## config.mk

```make
export PLATFORM = sky130hd
export DESIGN_NAME = instr_encoder_flat
export DESIGN_NICKNAME = d
export VERILOG_FILES = /design/src/rtl/instr_encoder_pkg.sv /design/src/rtl/instr_encoder_if.sv /design/src/rtl/instr_encoder_mips_word_pack.sv /design/src/rtl/instr_encoder.sv /design/src/flat_wrapper.sv
export SDC_FILE = /design/constraint.sdc
export NUM_CORES = 1
export LEC_CHECK = 0
export CORE_MARGIN = 1.5
export CORE_UTILIZATION = 54
export CTS_CLUSTER_DIAMETER = 150
export DETAILED_ROUTE_END_ITERATION = 7
export PLACE_DENSITY = 0.85
export REMOVE_ABC_BUFFERS = 1
export SYNTH_ARGS = -nofsm -noshare
export SYNTH_HDL_FRONTEND = slang
export SYNTH_HIERARCHICAL = 1
export SYNTH_SLANG_ARGS = --single-unit
```

## constraint.sdc

```tcl
create_clock -name clock -period 9.7 [get_ports clock]
set_input_delay 2.425 -clock clock [delete_from_list [all_inputs] [get_ports clock]]
set_output_delay 2.425 -clock clock [all_outputs]
set_load 0.01 [all_outputs]
```

## src/rtl/instr_encoder_pkg.sv

```systemverilog
// Mnemonic enum, MIPS opcode/funct constants and field-packing helpers for instr_encoder.
package enc_pkg;

  typedef enum logic [5:0] {
    OP_ADD, OP_ADDU, OP_SUB, OP_SUBU, OP_MULT, OP_MULTU, OP_DIV, OP_DIVU,
    OP_MFHI, OP_MFLO, OP_SLT, OP_SLTU, OP_SLL, OP_SLLV, OP_SRL, OP_SRLV,
    OP_SRA, OP_SRAV, OP_AND, OP_OR, OP_XOR, OP_NOR, OP_JR, OP_JALR,
    OP_ADDIU, OP_SLTI, OP_SLTIU, OP_ORI, OP_XORI, OP_LW, OP_SW, OP_LUI,
    OP_LB, OP_SB, OP_LBU, OP_J, OP_JAL, OP_BEQ, OP_BNE, OP_BLTZ,
    OP_BGEZ, OP_BGTZ, OP_BLEZ, OP_NOP
  } enc_op_t;

  localparam logic [5:0] OPC_SPECIAL = 6'h00, OPC_REGIMM = 6'h01, OPC_J    = 6'h02;
  localparam logic [5:0] OPC_JAL     = 6'h03, OPC_BEQ    = 6'h04, OPC_BNE  = 6'h05;
  localparam logic [5:0] OPC_BLEZ    = 6'h06, OPC_BGTZ   = 6'h07, OPC_ADDIU = 6'h09;
  localparam logic [5:0] OPC_SLTI    = 6'h0A, OPC_SLTIU  = 6'h0B, OPC_ORI  = 6'h0D;
  localparam logic [5:0] OPC_XORI    = 6'h0E, OPC_LUI    = 6'h0F, OPC_LB   = 6'h20;
  localparam logic [5:0] OPC_LW      = 6'h23, OPC_LBU    = 6'h24, OPC_SB   = 6'h28;
  localparam logic [5:0] OPC_SW      = 6'h2B;

  localparam logic [5:0] FN_SLL  = 6'h00, FN_SRL   = 6'h02, FN_SRA  = 6'h03, FN_SLLV = 6'h04;
  localparam logic [5:0] FN_SRLV = 6'h06, FN_SRAV  = 6'h07, FN_JR   = 6'h08, FN_JALR = 6'h09;
  localparam logic [5:0] FN_MFHI = 6'h10, FN_MFLO  = 6'h12, FN_MULT = 6'h18, FN_MULTU = 6'h19;
  localparam logic [5:0] FN_DIV  = 6'h1A, FN_DIVU  = 6'h1B, FN_ADD  = 6'h20, FN_ADDU = 6'h21;
  localparam logic [5:0] FN_SUB  = 6'h22, FN_SUBU  = 6'h23, FN_AND  = 6'h24, FN_OR   = 6'h25;
  localparam logic [5:0] FN_XOR  = 6'h26, FN_NOR   = 6'h27, FN_SLT  = 6'h2A, FN_SLTU = 6'h2B;

  function automatic logic is_branch_or_jump(input logic [5:0] op);
    case (op)
      OP_J, OP_JAL, OP_JR, OP_JALR, OP_BEQ, OP_BNE,
      OP_BLTZ, OP_BGEZ, OP_BGTZ, OP_BLEZ: return 1'b1;
      default:                            return 1'b0;
    endcase
  endfunction

  function automatic logic [5:0] funct_of(input logic [5:0] op);
    case (op)
      OP_ADD:  return FN_ADD;   OP_ADDU:  return FN_ADDU;  OP_SUB:  return FN_SUB;
      OP_SUBU: return FN_SUBU;  OP_MULT:  return FN_MULT;  OP_MULTU: return FN_MULTU;
      OP_DIV:  return FN_DIV;   OP_DIVU:  return FN_DIVU;  OP_MFHI: return FN_MFHI;
      OP_MFLO: return FN_MFLO;  OP_SLT:   return FN_SLT;   OP_SLTU: return FN_SLTU;
      OP_SLL:  return FN_SLL;   OP_SLLV:  return FN_SLLV;  OP_SRL:  return FN_SRL;
      OP_SRLV: return FN_SRLV;  OP_SRA:   return FN_SRA;   OP_SRAV: return FN_SRAV;
      OP_AND:  return FN_AND;   OP_OR:    return FN_OR;    OP_XOR:  return FN_XOR;
      OP_NOR:  return FN_NOR;   OP_JR:    return FN_JR;    OP_JALR: return FN_JALR;
      default: return 6'h00;
    endcase
  endfunction

  function automatic logic [5:0] opcode_of(input logic [5:0] op);
    case (op)
      OP_ADDIU: return OPC_ADDIU; OP_SLTI: return OPC_SLTI; OP_SLTIU: return OPC_SLTIU;
      OP_ORI:   return OPC_ORI;   OP_XORI: return OPC_XORI; OP_LW:   return OPC_LW;
      OP_SW:    return OPC_SW;    OP_LUI:  return OPC_LUI;  OP_LB:   return OPC_LB;
      OP_SB:    return OPC_SB;    OP_LBU:  return OPC_LBU;  OP_J:    return OPC_J;
      OP_JAL:   return OPC_JAL;   OP_BEQ:  return OPC_BEQ;  OP_BNE:  return OPC_BNE;
      OP_BLTZ:  return OPC_REGIMM; OP_BGEZ: return OPC_REGIMM;
      OP_BGTZ:  return OPC_BGTZ;  OP_BLEZ: return OPC_BLEZ;
      default:  return OPC_SPECIAL;
    endcase
  endfunction

  function automatic logic [31:0] r_word(input logic [4:0] rs, rt, rd, sa, input logic [5:0] fn);
    return {OPC_SPECIAL, rs, rt, rd, sa, fn};
  endfunction

  function automatic logic [31:0] i_word(input logic [5:0] opc, input logic [4:0] rs, rt,
                                         input logic [15:0] imm);
    return {opc, rs, rt, imm};
  endfunction

endpackage

```

## src/rtl/instr_encoder_if.sv

```systemverilog
// Field-bundle handshake plus instruction-memory write port of instr_encoder.
interface instr_encoder_if #(parameter int CNT_W = 11);
  logic             op_valid;
  logic             op_ready;
  logic [5:0]       op_code;
  logic [4:0]       rs;
  logic [4:0]       rt;
  logic [4:0]       rd;
  logic [4:0]       sa;
  logic [15:0]      imm16;
  logic [25:0]      target26;
  logic             mem_we;
  logic [31:0]      mem_addr;
  logic [31:0]      mem_wdata;
  logic             mem_busy;
  logic [CNT_W-1:0] word_count;
  logic             full;
  logic             err;

  modport master (
    output op_valid, op_code, rs, rt, rd, sa, imm16, target26, mem_busy,
    input  op_ready, mem_we, mem_addr, mem_wdata, word_count, full, err
  );

  modport slave (
    input  op_valid, op_code, rs, rt, rd, sa, imm16, target26, mem_busy,
    output op_ready, mem_we, mem_addr, mem_wdata, word_count, full, err
  );
endinterface

```

## src/rtl/instr_encoder_mips_word_pack.sv

```systemverilog
// Combinational mnemonic+fields -> 32-bit MIPS word; vld_o low for codes outside enc_op_t.
module mips_word_pack
  import enc_pkg::*;
(
  input  logic [5:0]  op_i,
  input  logic [4:0]  rs_i,
  input  logic [4:0]  rt_i,
  input  logic [4:0]  rd_i,
  input  logic [4:0]  sa_i,
  input  logic [15:0] imm16_i,
  input  logic [25:0] target26_i,
  output logic [31:0] word_o,
  output logic        vld_o
);

  logic [5:0] fn;
  logic [5:0] opc;

  assign fn  = funct_of(op_i);
  assign opc = opcode_of(op_i);

  always_comb begin
    word_o = '0;
    vld_o  = 1'b1;
    case (op_i)
      OP_ADD, OP_ADDU, OP_SUB, OP_SUBU, OP_SLT, OP_SLTU, OP_AND, OP_OR,
      OP_XOR, OP_NOR, OP_SLLV, OP_SRLV, OP_SRAV:
        word_o = r_word(rs_i, rt_i, rd_i, 5'd0, fn);
      OP_SLL, OP_SRL, OP_SRA:
        word_o = r_word(5'd0, rt_i, rd_i, sa_i, fn);
      OP_MULT, OP_MULTU, OP_DIV, OP_DIVU:
        word_o = r_word(rs_i, rt_i, 5'd0, 5'd0, fn);
      OP_MFHI, OP_MFLO:
        word_o = r_word(5'd0, 5'd0, rd_i, 5'd0, fn);
      OP_JR:
        word_o = r_word(rs_i, 5'd0, 5'd0, 5'd0, fn);
      OP_JALR:
        word_o = r_word(rs_i, 5'd0, rd_i, 5'd0, fn);
      OP_ADDIU, OP_SLTI, OP_SLTIU, OP_ORI, OP_XORI, OP_LW, OP_SW,
      OP_LB, OP_SB, OP_LBU, OP_BEQ, OP_BNE:
        word_o = i_word(opc, rs_i, rt_i, imm16_i);
      OP_LUI:
        word_o = i_word(opc, 5'd0, rt_i, imm16_i);
      // REGIMM branches select the condition through the rt field
      OP_BLTZ:
        word_o = i_word(opc, rs_i, 5'd0, imm16_i);
      OP_BGEZ:
        word_o = i_word(opc, rs_i, 5'd1, imm16_i);
      OP_BGTZ, OP_BLEZ:
        word_o = i_word(opc, rs_i, 5'd0, imm16_i);
      OP_J, OP_JAL:
        word_o = {opc, target26_i};
      OP_NOP:
        word_o = 32'h0;
      default:
        vld_o = 1'b0;
    endcase
  end

endmodule

```

## src/rtl/instr_encoder.sv

```systemverilog
// Packs decoded field bundles into MIPS words and writes them sequentially to instruction memory.
// ENCODER_DELAY_SLOT_PAD_EN: follow each branch/jump with a NOP delay-slot word when room remains.
module instr_encoder
  import enc_pkg::*;
#(
  parameter logic [31:0] BASE_ADDR = 32'h8002_0000,
  parameter int          DEPTH     = 1024,
  parameter int          CNT_W     = 11
) (
  input logic              clock,
  input logic              reset,
  input logic              flush,
  instr_encoder_if.slave   bus
);

`ifdef ENCODER_DELAY_SLOT_PAD_EN
  typedef enum logic [1:0] {IDLE, PACK, WRITE, PAD} state_t;
`else
  typedef enum logic [1:0] {IDLE, PACK, WRITE} state_t;
`endif

  localparam logic [CNT_W-1:0] DEPTH_C = CNT_W'(DEPTH);

  state_t           state_q;
  logic [5:0]       op_q;
  logic [4:0]       rs_q, rt_q, rd_q, sa_q;
  logic [15:0]      imm_q;
  logic [25:0]      tgt_q;
  logic             we_q;
  logic [31:0]      addr_q;
  logic [31:0]      wdata_q;
  logic [CNT_W-1:0] count_q;
  logic             err_q;
  logic [31:0]      word_d;
  logic             word_vld;
  logic             full;
  logic             op_ready;

  mips_word_pack u_pack (
    .op_i       (op_q),
    .rs_i       (rs_q),
    .rt_i       (rt_q),
    .rd_i       (rd_q),
    .sa_i       (sa_q),
    .imm16_i    (imm_q),
    .target26_i (tgt_q),
    .word_o     (word_d),
    .vld_o      (word_vld)
  );

  assign full     = (count_q == DEPTH_C);
  assign op_ready = (state_q == IDLE) && !full && !reset;

  always_ff @(posedge clock) begin
    if (reset) begin
      state_q <= IDLE;
      we_q    <= 1'b0;
      addr_q  <= BASE_ADDR;
      wdata_q <= '0;
      count_q <= '0;
      err_q   <= 1'b0;
    end else if (flush) begin
      state_q <= IDLE;
      we_q    <= 1'b0;
      addr_q  <= BASE_ADDR;
      count_q <= '0;
      err_q   <= 1'b0;
    end else begin
      case (state_q)
        IDLE: begin
          if (bus.op_valid && op_ready) begin
            op_q    <= bus.op_code;
            rs_q    <= bus.rs;
            rt_q    <= bus.rt;
            rd_q    <= bus.rd;
            sa_q    <= bus.sa;
            imm_q   <= bus.imm16;
            tgt_q   <= bus.target26;
            state_q <= PACK;
          end
        end
        PACK: begin
          if (!word_vld) begin
            err_q   <= 1'b1;
            state_q <= IDLE;
          end else begin
            wdata_q <= word_d;
            we_q    <= 1'b1;
            state_q <= WRITE;
          end
        end
        WRITE: begin
          if (!bus.mem_busy) begin
            addr_q  <= addr_q + 32'd4;
            count_q <= count_q + CNT_W'(1);
`ifdef ENCODER_DELAY_SLOT_PAD_EN
            // Pad only when a slot is left after the branch itself
            if (is_branch_or_jump(op_q) && (count_q + CNT_W'(1) != DEPTH_C)) begin
              wdata_q <= 32'h0;
              state_q <= PAD;
            end else begin
              we_q    <= 1'b0;
              state_q <= IDLE;
            end
`else
            we_q    <= 1'b0;
            state_q <= IDLE;
`endif
          end
        end
`ifdef ENCODER_DELAY_SLOT_PAD_EN
        PAD: begin
          if (!bus.mem_busy) begin
            addr_q  <= addr_q + 32'd4;
            count_q <= count_q + CNT_W'(1);
            we_q    <= 1'b0;
            state_q <= IDLE;
          end
        end
`endif
        default: state_q <= IDLE;
      endcase
    end
  end

  assign bus.op_ready   = op_ready;
  assign bus.mem_we     = we_q;
  assign bus.mem_addr   = addr_q;
  assign bus.mem_wdata  = wdata_q;
  assign bus.word_count = count_q;
  assign bus.full       = full;
  assign bus.err        = err_q;

endmodule

```

## src/flat_wrapper.sv

```systemverilog
// flat-port wrapper written by rule: the top's interface ports become plain ports
module instr_encoder_flat import enc_pkg::*;
#(
  parameter logic [31:0] BASE_ADDR = 32'h8002_0000,
  parameter int          DEPTH     = 1024,
  parameter int          CNT_W     = 11
)
  (clock, reset, flush, bus_op_valid, bus_op_code, bus_rs, bus_rt, bus_rd, bus_sa, bus_imm16, bus_target26, bus_mem_busy, bus_op_ready, bus_mem_we, bus_mem_addr, bus_mem_wdata, bus_word_count, bus_full, bus_err);
  instr_encoder_if #(.CNT_W(CNT_W)) bus_i ();
  input logic clock;
  input logic reset;
  input logic flush;
  input wire logic [$bits(bus_i.op_valid)-1:0] bus_op_valid;
  input wire logic [$bits(bus_i.op_code)-1:0] bus_op_code;
  input wire logic [$bits(bus_i.rs)-1:0] bus_rs;
  input wire logic [$bits(bus_i.rt)-1:0] bus_rt;
  input wire logic [$bits(bus_i.rd)-1:0] bus_rd;
  input wire logic [$bits(bus_i.sa)-1:0] bus_sa;
  input wire logic [$bits(bus_i.imm16)-1:0] bus_imm16;
  input wire logic [$bits(bus_i.target26)-1:0] bus_target26;
  input wire logic [$bits(bus_i.mem_busy)-1:0] bus_mem_busy;
  output wire logic [$bits(bus_i.op_ready)-1:0] bus_op_ready;
  output wire logic [$bits(bus_i.mem_we)-1:0] bus_mem_we;
  output wire logic [$bits(bus_i.mem_addr)-1:0] bus_mem_addr;
  output wire logic [$bits(bus_i.mem_wdata)-1:0] bus_mem_wdata;
  output wire logic [$bits(bus_i.word_count)-1:0] bus_word_count;
  output wire logic [$bits(bus_i.full)-1:0] bus_full;
  output wire logic [$bits(bus_i.err)-1:0] bus_err;
  assign bus_i.op_valid = bus_op_valid;
  assign bus_i.op_code = bus_op_code;
  assign bus_i.rs = bus_rs;
  assign bus_i.rt = bus_rt;
  assign bus_i.rd = bus_rd;
  assign bus_i.sa = bus_sa;
  assign bus_i.imm16 = bus_imm16;
  assign bus_i.target26 = bus_target26;
  assign bus_i.mem_busy = bus_mem_busy;
  assign bus_op_ready = bus_i.op_ready;
  assign bus_mem_we = bus_i.mem_we;
  assign bus_mem_addr = bus_i.mem_addr;
  assign bus_mem_wdata = bus_i.mem_wdata;
  assign bus_word_count = bus_i.word_count;
  assign bus_full = bus_i.full;
  assign bus_err = bus_i.err;
  instr_encoder #(.BASE_ADDR(BASE_ADDR), .DEPTH(DEPTH), .CNT_W(CNT_W)) u_core (.clock(clock), .reset(reset), .flush(flush), .bus(bus_i));
endmodule
```

==> flow_metrics.tcl <==
set metrics [dict create \
    status "completed" \
    final_area_um2 8787 \
    core_um2 12060 \
    yosysSeqAreaShare_pct 53.34 \
    cp_max_fo 35 \
    finalHoldViolations 0 \
    cp.arrival_ns 4.13 \
    relSlewSlack_pct 15.38 \
    final_max_slew_viol_count 0 \
    worstMarginPinSlew_ns 1.265 \
    crit_top_cell "clkdlybuf4s50_1" \
    htreeDepth 4 \
    layout-drive-gt1-share_pct 6.219 \
    fin_crit_ns 6.560 \
    die_h_um 114.5 \
    vias_per_cell 5.907 \
    start_kind "input port" \
    synthArstFlopShare_pct 0 \
    synth.most_common_cell "nand2_1" \
    path_buf_inv 3 \
    comb_power_share_pct 4.7 \
    port_buffers 149 \
    seq_power_share_pct 49.8 \
    synth-main-ff-cell "dfxtp_1" \
    ant_nets 0 \
    clkSinkCount 145 \
    antenna_found_initial 0 \
    syn_area_um2 6718 \
    crit_required_ns 7.28 \
    setup_violations 0 \
    syn_to_final_growth_pct 30.81 \
    synth.distinct_cells 70 \
    yosys_register_bits 145 \
    dieArea_um2 13120 \
    ys_warn_count 6 \
    syn_inst 660 \
    fin_worst_skew_ns 0.01384 \
    rows 40 \
    irDropWorstVdd_v 0.0001239 \
    cp_cell_sequence "clkdlybuf4s50_1, buf_4, nor4_1, clkdlybuf4s50_1" \
    cts_tree "done" \
    gp_congestion 0.8856 \
    cts_buffers 17 \
    cts-resized-gates 0 \
    avgSynthCellArea_um2 10.18 \
    detail_route.wl_per_cell_um 17.87 \
    min_path_type "flop to flop" \
    clockBufferDepth 2 \
    diodes 0 \
    cts-hold-fix-buffers 0 \
    hpwlAfterDp_um 11610 \
    cts_setup_buffers 0 \
    clk_pin_slew_ns 0.05 \
    cp_top_family "buffers and inverters" \
    die_width_um 114.5 \
    crit_path_max_incr_delay_ns 0.67 \
    final_nets 879 \
    cts-root-buf "clkbuf_16" \
    synthTopCellsByArea "edfxtp_1 30%, dfxtp_1 23%, nand2_1 5.1%, a21oi_1 4.9%, ha_1 2.8%" \
    synth_edf_count 68 \
    grt_pass1_wl_um 27080 \
    power.leakage_nw 2.938 \
    io-pin-count 152 \
    routed_wl_um 17370 \
    grt_start_max_net_pins 69 \
    route.detailed.drc 0 \
    crit_type "input port to primary output" \
    switchingPower_w 0.0002713 \
    vias 5742 \
    powerDensity_nw_per_um2 148.7 \
    synth_top_cell_by_area "edfxtp_1" \
    fin_tns_setup_ns 0 \
    synth.top_cells.by_count "92 x nand2_1, 77 x dfxtp_1, 68 x edfxtp_1" \
    grt_pass1_vias 5536 \
    crit_path_end_kind "primary output" \
    drt-pass1-iter-count 5 \
    postPlaceCellArea_um2 8249 \
    start_util_pct 55.70 \
    fin_crit_sh_pct 67.63 \
    rsz0062_at_grt "no" \
    max_freq_mhz 152.4 \
    swShare_pct 20.77 \
    track_usage_pct 26.52 \
    power.internal_w 0.001035 \
    netlist.area_leader.share_pct 30.40 \
    drtIter0Drc 436 \
    cap_violations 0 \
    gr-total-overflow 0 \
    slowest_stage "clkdlybuf4s50_1" \
    clkPwrFrac_pct 45.5 \
    clock_latency_ns 0.43 \
]
==> state kept, by name, indices dropped and copies added (netlist names) <==
| register | cells |
|---|---|
| u_core/imm_q | 16 |
| u_core/rt_q | 5 |
| u_core/tgt_q | 26 |
| u_core/rd_q | 5 |
| u_core/bus.mem_wdata | 32 |
| u_core/bus.mem_addr | 30 |
| u_core/state_q | 2 |
| u_core/bus.word_count | 11 |
| u_core/sa_q | 5 |
| u_core/bus.err | 1 |
| u_core/rs_q | 5 |
| u_core/op_q | 6 |
| u_core/bus.mem_we | 1 |
==> layout make-up <==
type	instances	area [um^2]
sequential	145	3583
tap	168	210.2
timing repair buffer	153	1521
clock inverter	13	95.09
multi-input combinational	454	2859
fill	858	3274
inverter	20	75.07
clock buffer	19	442.9
==> final timing paths <==
kind / startpoint / to / slack, ns / cells past startpoint
min: u_core/bus.mem_wdata[4] / u_core/bus.mem_wdata[4] / 0.45 / 2
max: reset / bus_op_ready / 3.14 / 4
min reg2reg: u_core/bus.mem_wdata[4] / u_core/bus.mem_wdata[4] / 0.45 / 2
max reg2reg: u_core/op_q[1] / u_core/bus.mem_wdata[20] / 5.80 / 11
==> per-stage QoR <==
step	hold slack [ns]	setup slack (ns)	util, %	total power, W	instances
after floorplan	0.4745	4.362	-	0.0006827	619
after global placement	0.4413	3.182	68.39	0.0007220	940
after detailed placement	0.4466	3.162	68.39	0.0007243	940
after CTS	0.4542	3.142	72.85	0.001313	972
after global routing	0.4773	3.036	72.85	0.001343	972
final	0.4550	3.140	72.85	0.001306	972
==> cells by family after synthesis <==
logic type | synth area share (%)
and+or+nand+nor | 21.42
AOI/OAI and AO/OA | 15.76
DFF | 53.34
buffers and inverters | 4.321
adders and majority gates | 2.794
xor gates and xnor gates | 1.956
other | 0.1118
muxes | 0.2980
==> tightest hold or removal path, stage by stage, from the launching register on <==
cell and delay (ns):
dfxtp_1 0.30, nand2_1 0.05, a21oi_1 0.05
==> routing by layer <==
metal	vias to the layer above	GRT usage [%]	routed length, um
met5	-	0	0
met1	2778	32.79	7167
met4	0	10.83	369
met2	248	44.75	8570
li1	2686	-	-
met3	30	6.247	1262
==> power groups by stage <==
stage               Clock [W]  Combinational [W]  Sequential [W]
global placement            0          0.0000594        0.000663
finish               0.000594          0.0000619        0.000650
CTS                  0.000601          0.0000618        0.000650
floorplan                   0          0.0000197        0.000663
global route         0.000627          0.0000662        0.000650
detailed placement          0          0.0000613        0.000663
==> placed cells by master (no fill, tap or decap), drive strengths merged, types with 7 or more instances in the layout <==
cell type and instances:
clkdlybuf4s50 149, nand2 92, dfxtp 77, edfxtp 68, a21oi 66, nor2 40, inv 20, clkbuf 19
o21ai 18, or4 17, ha 15, nor2b 15, nand3 15, o31ai 14, nand4 14, a221o 11
xor2 10, clkinv 10, a22o 9, nor4 9, or3 8, nand3b 8, a22oi 7, and3 7
Note: power is estimated with default switching activity, not from simulation.
